$ cat config.mk
export PLATFORM = sky130hd
export DESIGN_NAME = pipeline_ctrl
export DESIGN_NICKNAME = d
export VERILOG_FILES = /design/src/rtl/core_pkg.sv /design/src/rtl/hazard_detect.sv /design/src/rtl/pipeline_ctrl.sv
export SDC_FILE = /design/constraint.sdc
export NUM_CORES = 1
export LEC_CHECK = 0
export CAP_MARGIN = 40
export CORE_AREA = 10 10 47 49
export DETAILED_ROUTE_END_ITERATION = 6
export DIE_AREA = 0 0 57 59
export PLACE_DENSITY = 0.81
export SLEW_MARGIN = 10
export SYNTH_ARGS = -nofsm -noshare
export SYNTH_HDL_FRONTEND = slang
export SYNTH_HIERARCHICAL = 1
export SYNTH_SLANG_ARGS = --single-unit
$ cat constraint.sdc
create_clock -name clk_i -period 3.9 [get_ports clk_i]
set_input_delay 0.975 -clock clk_i [delete_from_list [all_inputs] [get_ports clk_i]]
set_output_delay 0.975 -clock clk_i [all_outputs]
set_load 0.005 [all_outputs]
$ cat src/rtl/core_pkg.sv
// Shared types and constants for the core pipeline controller.
package core_pkg;

    typedef enum logic [1:0] {
        PC_NEXT,
        PC_BRANCH,
        PC_JAL,
        PC_JALR
    } pc_source_t;

    typedef enum logic [2:0] {
        PCS_NEXT,
        PCS_BRANCH,
        PCS_JAL,
        PCS_JALR,
        PCS_MTVEC,
        PCS_MEPC
    } pc_sel_t;

    typedef enum logic [1:0] {
        BOOT,
        RUN,
        TRAP_FLUSH,
        MRET_FLUSH
    } ctrl_state_t;

    localparam logic [4:0] MCAUSE_NONE          = 5'd0;
    localparam logic [4:0] MCAUSE_ILLEGAL_INSTR = 5'd2;

endpackage

$ cat src/rtl/hazard_detect.sv
// Load-use hazard: a load in EX writes a register that the ID instruction reads.
module hazard_detect
    import core_pkg::*;
(
    input  logic       valid_ex_i,
    input  logic       load_ex_i,
    input  logic [4:0] rd_addr_ex_i,
    input  logic [4:0] rs1_addr_id_i,
    input  logic [4:0] rs2_addr_id_i,
    output logic       hazard_o
);

    logic rd_match;

    // x0 is hardwired to zero, so a load targeting it never creates a dependency.
    assign rd_match = (rd_addr_ex_i != 5'd0) &&
                      ((rd_addr_ex_i == rs1_addr_id_i) || (rd_addr_ex_i == rs2_addr_id_i));
    assign hazard_o = valid_ex_i && load_ex_i && rd_match;

endmodule

$ cat src/rtl/pipeline_ctrl.sv
// Pipeline controller: stalls, flushes, next-PC select and trap/MRET sequencing.
//
// state      | meaning
// BOOT       | first cycle out of reset, pipeline held and flushed
// RUN        | normal issue, hazard and redirect arbitration
// TRAP_FLUSH | redirect to mtvec, both younger stages flushed
// MRET_FLUSH | redirect to mepc, both younger stages flushed
module pipeline_ctrl
    import core_pkg::*;
#(
    parameter int unsigned ISA_C = 0
) (
    input  logic       clk_i,
    input  logic       rst_i,
    input  logic       valid_id_i,
    input  logic       illegal_instr_id_i,
    input  logic       is_mret_id_i,
    input  pc_source_t pc_source_id_i,
    input  logic [4:0] rs1_addr_id_i,
    input  logic [4:0] rs2_addr_id_i,
    input  logic       valid_ex_i,
    input  logic       reg_mem_wen_ex_i,
    input  logic [4:0] rd_addr_ex_i,
    input  logic       branch_taken_ex_i,
    input  logic       mem_busy_i,
    output logic       stall_if_o,
    output logic       stall_id_o,
    output logic       flush_id_o,
    output logic       flush_ex_o,
    output pc_sel_t    pc_sel_o,
    output logic       trap_o,
    output logic [4:0] mcause_o,
    output logic       mret_o
);

    // PC alignment lives in the fetch unit; the controller only carries the parameter.
    logic isa_c_unused;
    assign isa_c_unused = (ISA_C != 0);

    ctrl_state_t state_q, state_d;
    logic        load_use;

    hazard_detect u_hazard_detect (
        .valid_ex_i    (valid_ex_i),
        .load_ex_i     (reg_mem_wen_ex_i),
        .rd_addr_ex_i  (rd_addr_ex_i),
        .rs1_addr_id_i (rs1_addr_id_i),
        .rs2_addr_id_i (rs2_addr_id_i),
        .hazard_o      (load_use)
    );

    always_comb begin
        state_d    = state_q;
        stall_if_o = 1'b0;
        stall_id_o = 1'b0;
        flush_id_o = 1'b0;
        flush_ex_o = 1'b0;
        pc_sel_o   = PCS_NEXT;
        trap_o     = 1'b0;
        mcause_o   = MCAUSE_NONE;
        mret_o     = 1'b0;
        unique case (state_q)
            BOOT: begin
                stall_if_o = 1'b1;
                flush_id_o = 1'b1;
                flush_ex_o = 1'b1;
                state_d    = RUN;
            end
            RUN: begin
                if (mem_busy_i) begin
                    stall_if_o = 1'b1;
                    stall_id_o = 1'b1;
                end else if (branch_taken_ex_i && valid_ex_i) begin
                    pc_sel_o   = PCS_BRANCH;
                    flush_id_o = 1'b1;
                end else if (load_use) begin
                    stall_if_o = 1'b1;
                    stall_id_o = 1'b1;
                    flush_ex_o = 1'b1;
                end else if (valid_id_i && illegal_instr_id_i) begin
                    trap_o   = 1'b1;
                    mcause_o = MCAUSE_ILLEGAL_INSTR;
                    state_d  = TRAP_FLUSH;
                end else if (valid_id_i && is_mret_id_i) begin
                    mret_o  = 1'b1;
                    state_d = MRET_FLUSH;
                end else if (valid_id_i && (pc_source_id_i == PC_JAL)) begin
                    pc_sel_o   = PCS_JAL;
                    flush_id_o = 1'b1;
                end else if (valid_id_i && (pc_source_id_i == PC_JALR)) begin
                    pc_sel_o   = PCS_JALR;
                    flush_id_o = 1'b1;
                end
            end
            TRAP_FLUSH, MRET_FLUSH: begin
                pc_sel_o   = (state_q == TRAP_FLUSH) ? PCS_MTVEC : PCS_MEPC;
                flush_id_o = 1'b1;
                flush_ex_o = 1'b1;
                // The redirect must not be lost while memory is busy, so keep it up.
                if (mem_busy_i) begin
                    stall_if_o = 1'b1;
                end else begin
                    state_d = RUN;
                end
            end
            default: state_d = BOOT;
        endcase
    end

    always_ff @(posedge clk_i or posedge rst_i) begin
        if (rst_i) begin
            state_q <= BOOT;
        end else begin
            state_q <= state_d;
        end
    end

endmodule

# [Word-level counts from Yosys, hierarchy flattened]
# Cells that the tools add are included.
[op_classes] eq_ne=12 n_reduce_logical=14 n_mux=48
[ops] op="2-to-1 mux 2 bit" count=18
[ops] op="2-to-1 mux 1 bit" count=25
[ops] op="equality test 5 bit" count=2
[ops] op="equality test 2 bit, second input constant" count=4
[ops] op="logical AND 1 bit" count=8
[ops] op="inequality test 2 bit, second input constant" count=4
[ops] op="one-hot mux 2 bit (3 select lines)" count=1
[ops] op="one-hot mux 3 bit (2 select lines)" count=1
[ops] op="AND reduction 5 bit" count=1
[ops] op="nonzero test 5 bit" count=1
[ops] op="one-hot mux 1 bit (2 select lines)" count=2
[ops] op="inequality test 3 bit, second input constant" count=1
[ops] op="one-hot mux 1 bit (3 select lines)" count=1
[ops] op="OR reduction 3 bit" count=1
[ops] op="equality test 2 x 1 -> 1 bit, second input constant" count=1
[ops] op="logical NOT 2 bit" count=1
[ops] op="OR reduction 2 bit" count=1
[ops] op="logical OR 1 bit" count=1
[word_totals] output_inout_bits=14 regBits=2 inputBits=26

# [Longest topological paths before layout]
[depth] word_depth=10 depth_mapped=8 depth_no_buf=7

# [Cells and area by module]
# The synthesis kept the hierarchy.
[by_module_without_submodules] module="pipeline_ctrl" area_per_inst_um2=250.2 cells_per_inst=34 instances=1
[by_module_without_submodules] module="hazard_detect" area_per_inst_um2=132.6 cells_per_inst=17 instances=1

# [Least setup slack after synthesis]
# OpenSTA, ideal clock, no wires.
[synth_path] kind="input to output" from="in rd_addr_ex_i[2]" to="out mcause_o[1]" t_arrival_ns=2.376 n_path_buf=1 slack_ns=0.549 required_time_ns=2.925 cell_stages=7 path_cell_list="or4_1 o211ai_2 a21oi_1 nor3b_2 nand3_2 nor2_1 buf_4"
[synth_via] elab_chain_len=8
[synth_lines] element="start: declaration" line="pipeline_ctrl.sv:23" rtl="input logic [4:0] rd_addr_ex_i,"
[synth_lines] element="equality test 5 bit" line="hazard_detect.sv:17" rtl="((rd_addr_ex_i == rs1_addr_id_i) || (rd_addr_ex_i == rs2_addr_id_i));"
[synth_lines] element="logical OR 1 bit" line="hazard_detect.sv:17"
[synth_lines] element="logical AND 1 bit *" line="hazard_detect.sv:16" rtl="assign rd_match = (rd_addr_ex_i != 5'd0) &&"
[synth_lines] element="logical AND 1 bit *" line="hazard_detect.sv:18" rtl="assign hazard_o = valid_ex_i && load_ex_i && rd_match;"
[synth_lines] element="named net load_use" line="pipeline_ctrl.sv:41" rtl="logic load_use;"
[synth_lines] element="2-to-1 mux 2 bit *" line="pipeline_ctrl.sv:76" rtl="end else if (load_use) begin"
[synth_lines] element="2-to-1 mux 2 bit *" line="pipeline_ctrl.sv:73" rtl="end else if (branch_taken_ex_i && valid_ex_i) begin"
[synth_lines] element="2-to-1 mux 2 bit *" line="pipeline_ctrl.sv:70" rtl="if (mem_busy_i) begin"
[synth_lines] element="2-to-1 mux 2 bit *" line="pipeline_ctrl.sv:62" rtl="unique case (state_q)"
[synth_lines] element="end: declaration" line="pipeline_ctrl.sv:32" rtl="output logic [4:0] mcause_o,"
# Mark *: on every way through the listed nets, which the timed path passes. The rest lies on a longest branch.

# [Final worst setup path]
[layout_path] from="in rs1_addr_id_i[2]" to="out pc_sel_o[0]"
[layout_via] elab_chain_len=8
[layout_lines] element="start: declaration" line="pipeline_ctrl.sv:19" rtl="input logic [4:0] rs1_addr_id_i,"
[layout_lines] element="equality test 5 bit" line="hazard_detect.sv:17"
[layout_lines] element="logical OR 1 bit" line="hazard_detect.sv:17"
[layout_lines] element="logical AND 1 bit" line="hazard_detect.sv:16"
[layout_lines] element="logical AND 1 bit" line="hazard_detect.sv:18"
[layout_lines] element="named net load_use" line="pipeline_ctrl.sv:41"
[layout_lines] element="2-to-1 mux 2 bit" line="pipeline_ctrl.sv:76"
[layout_lines] element="2-to-1 mux 2 bit" line="pipeline_ctrl.sv:73"
[layout_lines] element="2-to-1 mux 2 bit" line="pipeline_ctrl.sv:70"
[layout_lines] element="one-hot mux 3 bit (2 select lines)" line="pipeline_ctrl.sv:62"
[layout_lines] element="end: declaration" line="pipeline_ctrl.sv:30" rtl="output pc_sel_t pc_sel_o,"
# The timed path passes the listed nets, and every way through them passes these cells.

==> impl_metrics.prom <==
# TYPE chip_impl_metric gauge
chip_impl_metric{name="die_h",unit="um"} 59
chip_impl_metric{name="antenna_cells",unit=""} 0
chip_impl_info{name="cts_root_buffer",value="sky130_fd_sc_hd__clkbuf_4"} 1
chip_impl_metric{name="grt_first_pass_wirelength",unit="um"} 2530
chip_impl_metric{name="arrival_time_of_the_worst_setup_path",unit="ns"} 2.85
chip_impl_metric{name="worstPathRequired",unit="ns"} 2.92
chip_impl_metric{name="drc",unit=""} 0
chip_impl_metric{name="finalSetupViolations",unit=""} 0
chip_impl_info{name="dominantRegCellSynth",value="sky130_fd_sc_hd__dfrtp_1"} 1
chip_impl_metric{name="detailedRoute.firstPassIterationCount",unit=""} 2
chip_impl_metric{name="grt_max_degree",unit=""} 7
chip_impl_metric{name="fin_worst_skew",unit="ns"} 0.000765
chip_impl_metric{name="yosysSeqAreaShare",unit="%"} 13.1
chip_impl_metric{name="worst_setup_hold_path_clk_slew",unit="ns"} 0.03
chip_impl_metric{name="post_synthesis_cell_count",unit=""} 51
chip_impl_info{name="worst_setup_path_end_kind",value="output port"} 1
chip_impl_metric{name="post_synth.cell_area_avg",unit="um^2"} 7.51
chip_impl_metric{name="largest_register_ff_count",unit=""} 2
chip_impl_info{name="cts_tree",value="yes"} 1
chip_impl_metric{name="clockPowerShare",unit="%"} 31.5
chip_impl_info{name="crit_chain",value="clkdlybuf4s50_1 -> xor2_1 -> nor3_2 -> nand3_1 -> a21oi_2 -> nor3b_2 -> and4_1 -> o31a_1 -> clkdlybuf4s15_1"} 1
chip_impl_metric{name="async_set_or_reset_register_ratio_after_synthesis",unit="%"} 100
chip_impl_metric{name="design.die.area",unit="um^2"} 3360
chip_impl_info{name="top_register",value="state_q"} 1
chip_impl_metric{name="place.detailed.hpwl",unit="um"} 1350
chip_impl_info{name="final_cell_mix",value="sky130_fd_sc_hd__clkdlybuf4s50_1 (22), sky130_fd_sc_hd__xor2_1 (6)"} 1
chip_impl_metric{name="routed_via_density",unit=""} 4.67
chip_impl_info{name="most_common_cell_after_layout_fill_and_taps_aside",value="sky130_fd_sc_hd__clkdlybuf4s50_1"} 1
chip_impl_metric{name="number_of_synthesized_flops_with_an_enable_pin",unit=""} 0
chip_impl_metric{name="number_of_nets_in_the_final_layout",unit=""} 120
chip_impl_info{name="worst_hold_path_type",value="flip-flop to flip-flop"} 1
chip_impl_metric{name="holdBufCountCts",unit=""} 0
chip_impl_metric{name="clk-insertion-delay-late",unit="ns"} 0.23
chip_impl_metric{name="p_int",unit="uW"} 105
chip_impl_metric{name="cts_max_path_buffers",unit=""} 2
chip_impl_metric{name="row_count",unit=""} 14
chip_impl_metric{name="wl_per_cell",unit="um"} 15.6
chip_impl_metric{name="dr.first_iter.drc_count",unit=""} 3
chip_impl_metric{name="via_count",unit=""} 504
chip_impl_metric{name="cap_viol_max_count",unit=""} 0
chip_impl_metric{name="final_layout_size_suffix_gt1_share",unit="%"} 22.8
chip_impl_metric{name="power-per-cell-area",unit="nW/um^2"} 188
chip_impl_metric{name="netSwitchingPower",unit="uW"} 45.3
chip_impl_info{name="top_regs",value="state_q: 2 flops"} 1
chip_impl_metric{name="cts.htree.levels",unit=""} 1
chip_impl_metric{name="synth.lib_cells_used.distinct",unit=""} 25
chip_impl_metric{name="ios",unit=""} 40
chip_impl_metric{name="irDropWorstVdd",unit="mV"} 0.151
chip_impl_metric{name="timing.critical_path.fanout_max",unit=""} 3
chip_impl_metric{name="final.setup.worst_slack",unit="ns"} 0.0732
chip_impl_metric{name="io_buffer_count",unit=""} 35
chip_impl_metric{name="die_w",unit="um"} 57
chip_impl_metric{name="comb_power_share",unit="%"} 52.2
chip_impl_metric{name="initial_antenna_violation_count",unit=""} 0
chip_impl_metric{name="grt_pass1_vias",unit=""} 561
chip_impl_metric{name="p_leak",unit="uW"} 0.000357
chip_impl_info{name="cell_with_the_largest_stage_delay_on_the_worst_path",value="sky130_fd_sc_hd__clkdlybuf4s50_1"} 1
chip_impl_metric{name="netlist_area",unit="um^2"} 383
chip_impl_metric{name="drt-total-wl",unit="um"} 1680
chip_impl_metric{name="finalHoldViolations",unit=""} 0
chip_impl_info{name="status",value="completed"} 1
chip_impl_metric{name="maxClockFrequency",unit="MHz"} 261
chip_impl_metric{name="area.growth.synth_to_final",unit="%"} 108
chip_impl_metric{name="timing_max_transition_violations_final",unit=""} 0
chip_impl_metric{name="preCtsSetupSlack",unit="ns"} -0.415
chip_impl_metric{name="global_route.usage.total",unit="%"} 9.87
chip_impl_metric{name="cts_made_buffers",unit=""} 3
chip_impl_metric{name="cts.sink_count",unit=""} 2
chip_impl_metric{name="start_util",unit="%"} 27.3
chip_impl_metric{name="routabilityCongestion",unit=""} 0.757
chip_impl_metric{name="antenna_left",unit=""} 0
chip_impl_metric{name="power_frac_seq",unit="%"} 16.3
chip_impl_metric{name="n_fill_cell",unit=""} 143
chip_impl_metric{name="setup_tns",unit="ns"} 0
chip_impl_metric{name="globalRouteOverflowTotal",unit=""} 0
chip_impl_metric{name="layout_worst_path_cycle_share",unit="%"} 98.1
chip_impl_metric{name="post_dp_cell_area",unit="um^2"} 753
chip_impl_metric{name="yosysWarningCount",unit=""} 6
chip_impl_metric{name="timing.final.crit_period",unit="ns"} 3.83
chip_impl_metric{name="synth_seq_cells",unit=""} 2
chip_impl_info{name="worst_setup_path_start_kind",value="primary input"} 1
chip_impl_metric{name="cpPeakStageDelay",unit="ns"} 0.41
chip_impl_metric{name="post-route-cell-area",unit="um^2"} 798
chip_impl_metric{name="fp.coreArea",unit="um^2"} 1400
chip_impl_metric{name="holdWs",unit="ns"} 0.561
chip_impl_metric{name="final_core_util",unit="%"} 57.0
chip_impl_metric{name="netSwitchingFraction",unit="%"} 30.1
chip_impl_info{name="critPathKind",value="primary input to output port"} 1
-- power by group through the flow --
| stage | logic, uW | clock network, uW | registers [uW] |
|---|---|---|---|
| after floorplan | 29.5 | 0 | 24.0 |
| after global placement | 77.9 | 0 | 24.7 |
| after detailed placement | 79.0 | 0 | 24.7 |
| after CTS | 77.9 | 49.3 | 24.5 |
| after global routing | 86.0 | 51.2 | 24.7 |
| final | 78.5 | 47.4 | 24.6 |
-- critical path, delay by kind of cell --
kind,cells,cell delay [ns]
AOI/OAI and AO/OA,2,0.45
xor gates and xnor gates,1,0.17
buffers and inverters,2,0.62
and+or+nand+nor,4,0.62
-- worst paths after layout --
check,from,end,slack [ns],cells after the start
min reg2reg,state_q[0],state_q[0],0.56,1
min,state_q[0],state_q[0],0.56,1
max,rs1_addr_id_i[2],pc_sel_o[0],0.07,9
max in group asynchronous,rst_i,state_q[0],2.89,2
max reg2reg,state_q[1],state_q[0],2.60,4
min in group asynchronous,rst_i,state_q[1],0.91,2
-- synthesized netlist by cell type, drive strengths merged, types with 2 or more instances --
cell,count,share of area [%]
inv,2,2.0
xnor2,4,9.1
nor2,4,3.9
nor3,2,2.6
nand2,4,3.9
nor3b,2,6.5
a21oi,2,2.6
nand3,4,6.5
dfrtp,2,13
xor2,6,14
o21ai,2,2.6
buf,5,9.8
-- area by class of cell --
cell class              instances  area [um^2]  share of cell area [%]
flip-flops and latches          2         50.0                    6.27
clock buffers                   3         22.5                    2.82
inverters                       2         7.51                   0.940
repair buffers                 41          383                    48.0
well taps                      16         20.0                    2.51
multi-input cells              44          315                    39.5
-- repair_timing --
item	CTS	global route
setup endpoints to repair	9	7
setup buffers	2	0
pin swaps	3	7
endpoints found under the hold margin	0	0
resized for setup	21	13
-- per-stage QoR --
step | std cells | total power [uW]
floorplan | 54 | 53.5
global placement | 103 | 103
detailed placement | 103 | 104
CTS | 108 | 152
global route | 108 | 162
finish | 108 | 150
-- cells by family (layout without fill, tap and decap cells) --
group / after synthesis / count (layout) / synth area share (%)
XOR/XNOR: 10 / 10 / 22.9
buffers and inverters: 8 / 46 / 12.7
other: 1 / 4 / 0.979
AND/OR/NAND/NOR: 21 / 21 / 33.3
AO/OA/AOI/OAI: 9 / 9 / 17.0
flip-flops: 2 / 2 / 13.1
-- per-layer routing --
layer  wire [um]  global-route usage [%]  share of wire (%)
met5           0                       0                  0
met4          27                    6.04                1.6
met3         215                    6.22                 13
met2         804                    16.3                 48
met1         635                    9.06                 38
Power figures use the tool's default switching activity.
==> RTL change 1 (same settings) <==
The 4 states of `ctrl_state_t` get a one-hot encoding in 4 bits.
--- a/src/rtl/core_pkg.sv
+++ b/src/rtl/core_pkg.sv
@@ -19,7 +19,7 @@
 
-    typedef enum logic [1:0] {
-        BOOT,
-        RUN,
-        TRAP_FLUSH,
-        MRET_FLUSH
+    typedef enum logic [3:0] {
+        BOOT       = 4'b0001,
+        RUN        = 4'b0010,
+        TRAP_FLUSH = 4'b0100,
+        MRET_FLUSH = 4'b1000
     } ctrl_state_t;
Check against the original RTL: no difference found for any inputs over 10 cycles, from zero or initial values and one cycle with rst_i high; not proved beyond that.
==> RTL change 1 against the unedited design <==
- non-clock buffer count increased by 8
- total power increased by 110%
- combinational power increased by 140%
- wire length increased by 30%
- sequential cell count increased by 2
- setup slack got worse by 0.0084 ns
- area after synthesis increased by 43%
- design area increased by 28%
- largest cell class is now multi-input combinational cells
- largest power group unchanged
==> RTL change 1: results <==
[status]
status = "finished clean"

[clocking]
h-tree-depth = 1
cts_buffer_depth = 2
insertion_delay_ns = 0.25

[grt]
grt_pass1_wl_microns = 3430
grt_usage = 0.128
grt_pass1_vias = 803

[synth]
synth_seq_cells = 4
syn_inst = 67
ys_seq_area_frac = 0.185
synth_area_leaders = "dfrtp_1, xor2_1, buf_4"
synth.distinct_cells = 35
synthTopCellsByCount = "xor2_1, buf_4, o21ai_0"

[layout]
nClkBuffers = 4
nets = 145
design_area_sq_um = 1020
multi_input_comb_cells = 57
clk_share = 0.0257
largestRegisters = "state_q: 4 flops"
drive_above_1_share = 0.288
seqCellArea_sq_um = 101
fill_cells = 108
multi_input_area_share = 0.426
num-nonclk-inverters = 4
nonClkBufAreaFrac = 0.415
signal_buffers = 49

[detailed_routing]
dr.first_iter.drc_count = 17
via_per_inst = 5.35
routed_wl_microns = 2180
wl_per_cell_microns = 16.3
dr.pass1.iters = 4

[pwr]
peakVddDrop_mv = 0.337
p_leak_nw = 0.442

[worst_setup_path]
reg2reg_from = "state_q[3]"
slowest_stage = "or4_4"
critPathTopFamily = "simple AND/OR/NAND/NOR gates"
crit_path_max_incr_delay_ns = 0.53
crit_start = "rd_addr_ex_i[1]"
arrival_ns = 2.86

[placed_design]
routabilityCongestion = 0.797
dp.cells = 123
hpwl_microns = 1670
place_area_sq_um = 946

[worst_hold_path]
hold_start = "state_q[1]"

[sta]
worst_pin_slew_ns = 0.490
skew_ns = 0.00632
## RTL change 1: power by group
| group | switching, mW | internal, mW | total (mW) |
|---|---|---|---|
| sequential | 0.0171 | 0.0581 | 0.0752 |
| clock | 0.0223 | 0.0387 | 0.0610 |
| combinational | 0.0797 | 0.106 | 0.186 |
## RTL change 1: stage by stage
step	setup WS, ns	hold WS [ns]
after floorplan	0.443	0.600
after global placement	-0.400	0.676
after detailed placement	-0.445	0.679
after CTS	0.0323	0.685
after global routing	-0.0203	0.739
final	0.0649	0.683
## RTL change 1: logic make-up (layout without fill, tap and decap cells)
group | count (synthesis) | in the layout | share of synthesized area
simple gates | 24 | 24 | 0.294
compound gates | 18 | 18 | 0.244
xor+xnor | 11 | 11 | 0.175
buf+inv | 9 | 57 | 0.0957
flops | 4 | 4 | 0.185
other cells | 1 | 4 | 0.00683
## RTL change 1: what timing repair did
item,4_1_cts,5_1_grt
buffers inserted,5,2
pin swaps,9,6
hold endpoints to repair,0,0
gates resized for setup,24,11
setup endpoints to repair,9,6
## RTL change 1: worst paths after layout
path                                to  slack, ns  depth (start not counted)
max                        mcause_o[1]       0.06                         10
min                         state_q[2]       0.68                          3
max reg2reg                 state_q[2]       2.33                          5
min reg2reg                 state_q[2]       0.68                          3
max in group asynchronous   state_q[0]       2.75                          2
min in group asynchronous   state_q[2]       0.92                          2
## RTL change 1: per-layer routing
metal  part of all wire  track usage  vias up
met5                  0            0        -
met4              0.020       0.0604        0
met3               0.12       0.0601        6
met2               0.50        0.233       41
met1               0.36        0.118      332
li1                   -            -      338
## RTL change 1: worst min-delay path, stage by stage, from the launching register on
cell     delay, ns
dfrtp_1       0.39
nor2_1        0.10
nand4_1       0.09
o21ai_1       0.07
==> RTL change 2 (same settings) <==
Made on the original files. Make the reset (`rst_i`) synchronous in one clocked block.
--- a/src/rtl/pipeline_ctrl.sv
+++ b/src/rtl/pipeline_ctrl.sv
@@ -109,3 +109,3 @@
 
-    always_ff @(posedge clk_i or posedge rst_i) begin
+    always_ff @(posedge clk_i) begin
         if (rst_i) begin
Behaviour: differs if rst_i is asserted again (counterexample within 4 cycles, from zero or initial values and one cycle with rst_i high); with rst_i held inactive, the same outputs for 10 cycles.
==> RTL change 2 against the unedited design <==
- clock power decreased by 3%
- design area increased by 11%
- first-iteration DRC count increased by 67%
- global-route usage decreased by 0.099 points
- total power decreased by 2.5%
- maximum frequency increased by 0.10%
- utilization increased by 6.2 points
- area after synthesis increased by 8.2%
- wire length increased by 8.1%
- sequential cell count unchanged
- count of clock-buffer cells in the layout unchanged
- setup slack improved by 0.0039 ns
- critical path type unchanged
- critical endpoint is now trap_o
==> RTL change 2: results <==
[placed_design]
io_buffers = 35
routabilityCongestion = 0.751
hpwl_microns = 1520
dp_slack_ns = -0.434

[synth]
async_reset_ff_frac = 0
synth.distinct_cells = 26
synth_flop_cell = "dfxtp_1"
ys_seq_area_frac = 0.0967
synthTopCellsByCount = "nand2_1, xor2_1, buf_4"
synth_area_leaders = "xor2_1, dfxtp_1, buf_4"

[status]
status = "finished clean"

[clocking]
cts_buffer_depth = 2
numCtsBuffers = 3
insertion_delay_ns = 0.22
clock_tree.root_cell = "clkbuf_4"
cts.reportedPaths.clkPinSlew_ns = 0.03

[pwr]
peakVddDrop_mv = 0.0802
p_sw_mw = 0.0438
p_leak_nw = 0.372

[layout]
top_register = "state_q"
drive_above_1_share = 0.282
nets = 131

[grt]
antenna_found_initial = 0
grt_max_degree = 10
grt_pass1_vias = 595
grt_pass1_wl_microns = 2730
grt_usage = 0.0977

[worst_setup_path]
arrival_ns = 2.85
crit_path_max_fanout = 3
crit_path_max_incr_delay_ns = 0.43

[sta]
skew_ns = 0.00126

[detailed_routing]
via_per_inst = 4.72
dr.first_iter.drc_count = 5
routed_wl_microns = 1820

[worst_hold_path]
hold_class = "flop to flop"
[RTL change 2: through the flow]
step | cell area, sq um | instances | TNS [ns] | total power [mW]
after floorplan | 425 | 60 | 0 | 0.0507
after global placement | 825 | 114 | -2.02 | 0.0973
after detailed placement | 825 | 114 | -2.66 | 0.0991
after CTS | 865 | 119 | 0 | 0.147
after global routing | 885 | 119 | -0.0478 | 0.156
final | 885 | 119 | 0 | 0.147
[RTL change 2: what timing repair did]
item / in CTS / in global routing
gates resized for setup: 20 / 6
setup buffers: 2 / 0
endpoints found under the setup margin: 9 / 5
pin swaps: 5 / 2
[RTL change 2: per-layer routing]
layer,vias to the layer above,routed length (microns),track usage
met1,252,670,0.102
met4,0,13,0.0302
met3,2,84,0.0150
li1,292,-,-
met2,16,1050,0.192
met5,-,0,0
[RTL change 2: cell families after synthesis]
| kind of cell | count (synthesis) | synth area share |
|---|---|---|
| and+or+nand+nor | 22 | 0.311 |
| AOI/OAI and AO/OA | 13 | 0.242 |
| xor gates and xnor gates | 10 | 0.211 |
| buffers and inverters | 9 | 0.130 |
| DFF | 2 | 0.0967 |
| other | 1 | 0.00905 |
[RTL change 2: final timing paths]
check / start / endpoint / slack (ns) / cells after the start
worst min-delay path: state_q[1] / state_q[1] / 0.64 / 2
worst max register to register: state_q[1] / state_q[0] / 2.69 / 4
worst max-delay path: rd_addr_ex_i[1] / trap_o / 0.08 / 9
worst min register to register: state_q[1] / state_q[1] / 0.64 / 2
[RTL change 2: cell type report]
class | instances | area, sq um
Tap cell | 16 | 20.0
Timing Repair Buffer | 47 | 434
Sequential cell | 2 | 40.0
Multi-Input combinational cell | 49 | 360
Inverter | 2 | 7.51
Fill cell | 132 | 517
Clock buffer | 3 | 22.5
[RTL change 2: critical path: cells and delay by family]
family | cells | cell delay (ns)
simple gates | 3 | 0.78
compound gates | 2 | 0.23
buf+inv | 4 | 0.85
[RTL change 2: power by group through the flow]
stage               combinational, mW  sequential (mW)  clock [mW]
finish                         0.0781           0.0229      0.0458
global route                   0.0845           0.0231      0.0482
CTS                            0.0762           0.0229      0.0475
detailed placement             0.0759           0.0231           0
global placement               0.0742           0.0231           0
floorplan                      0.0285           0.0222           0
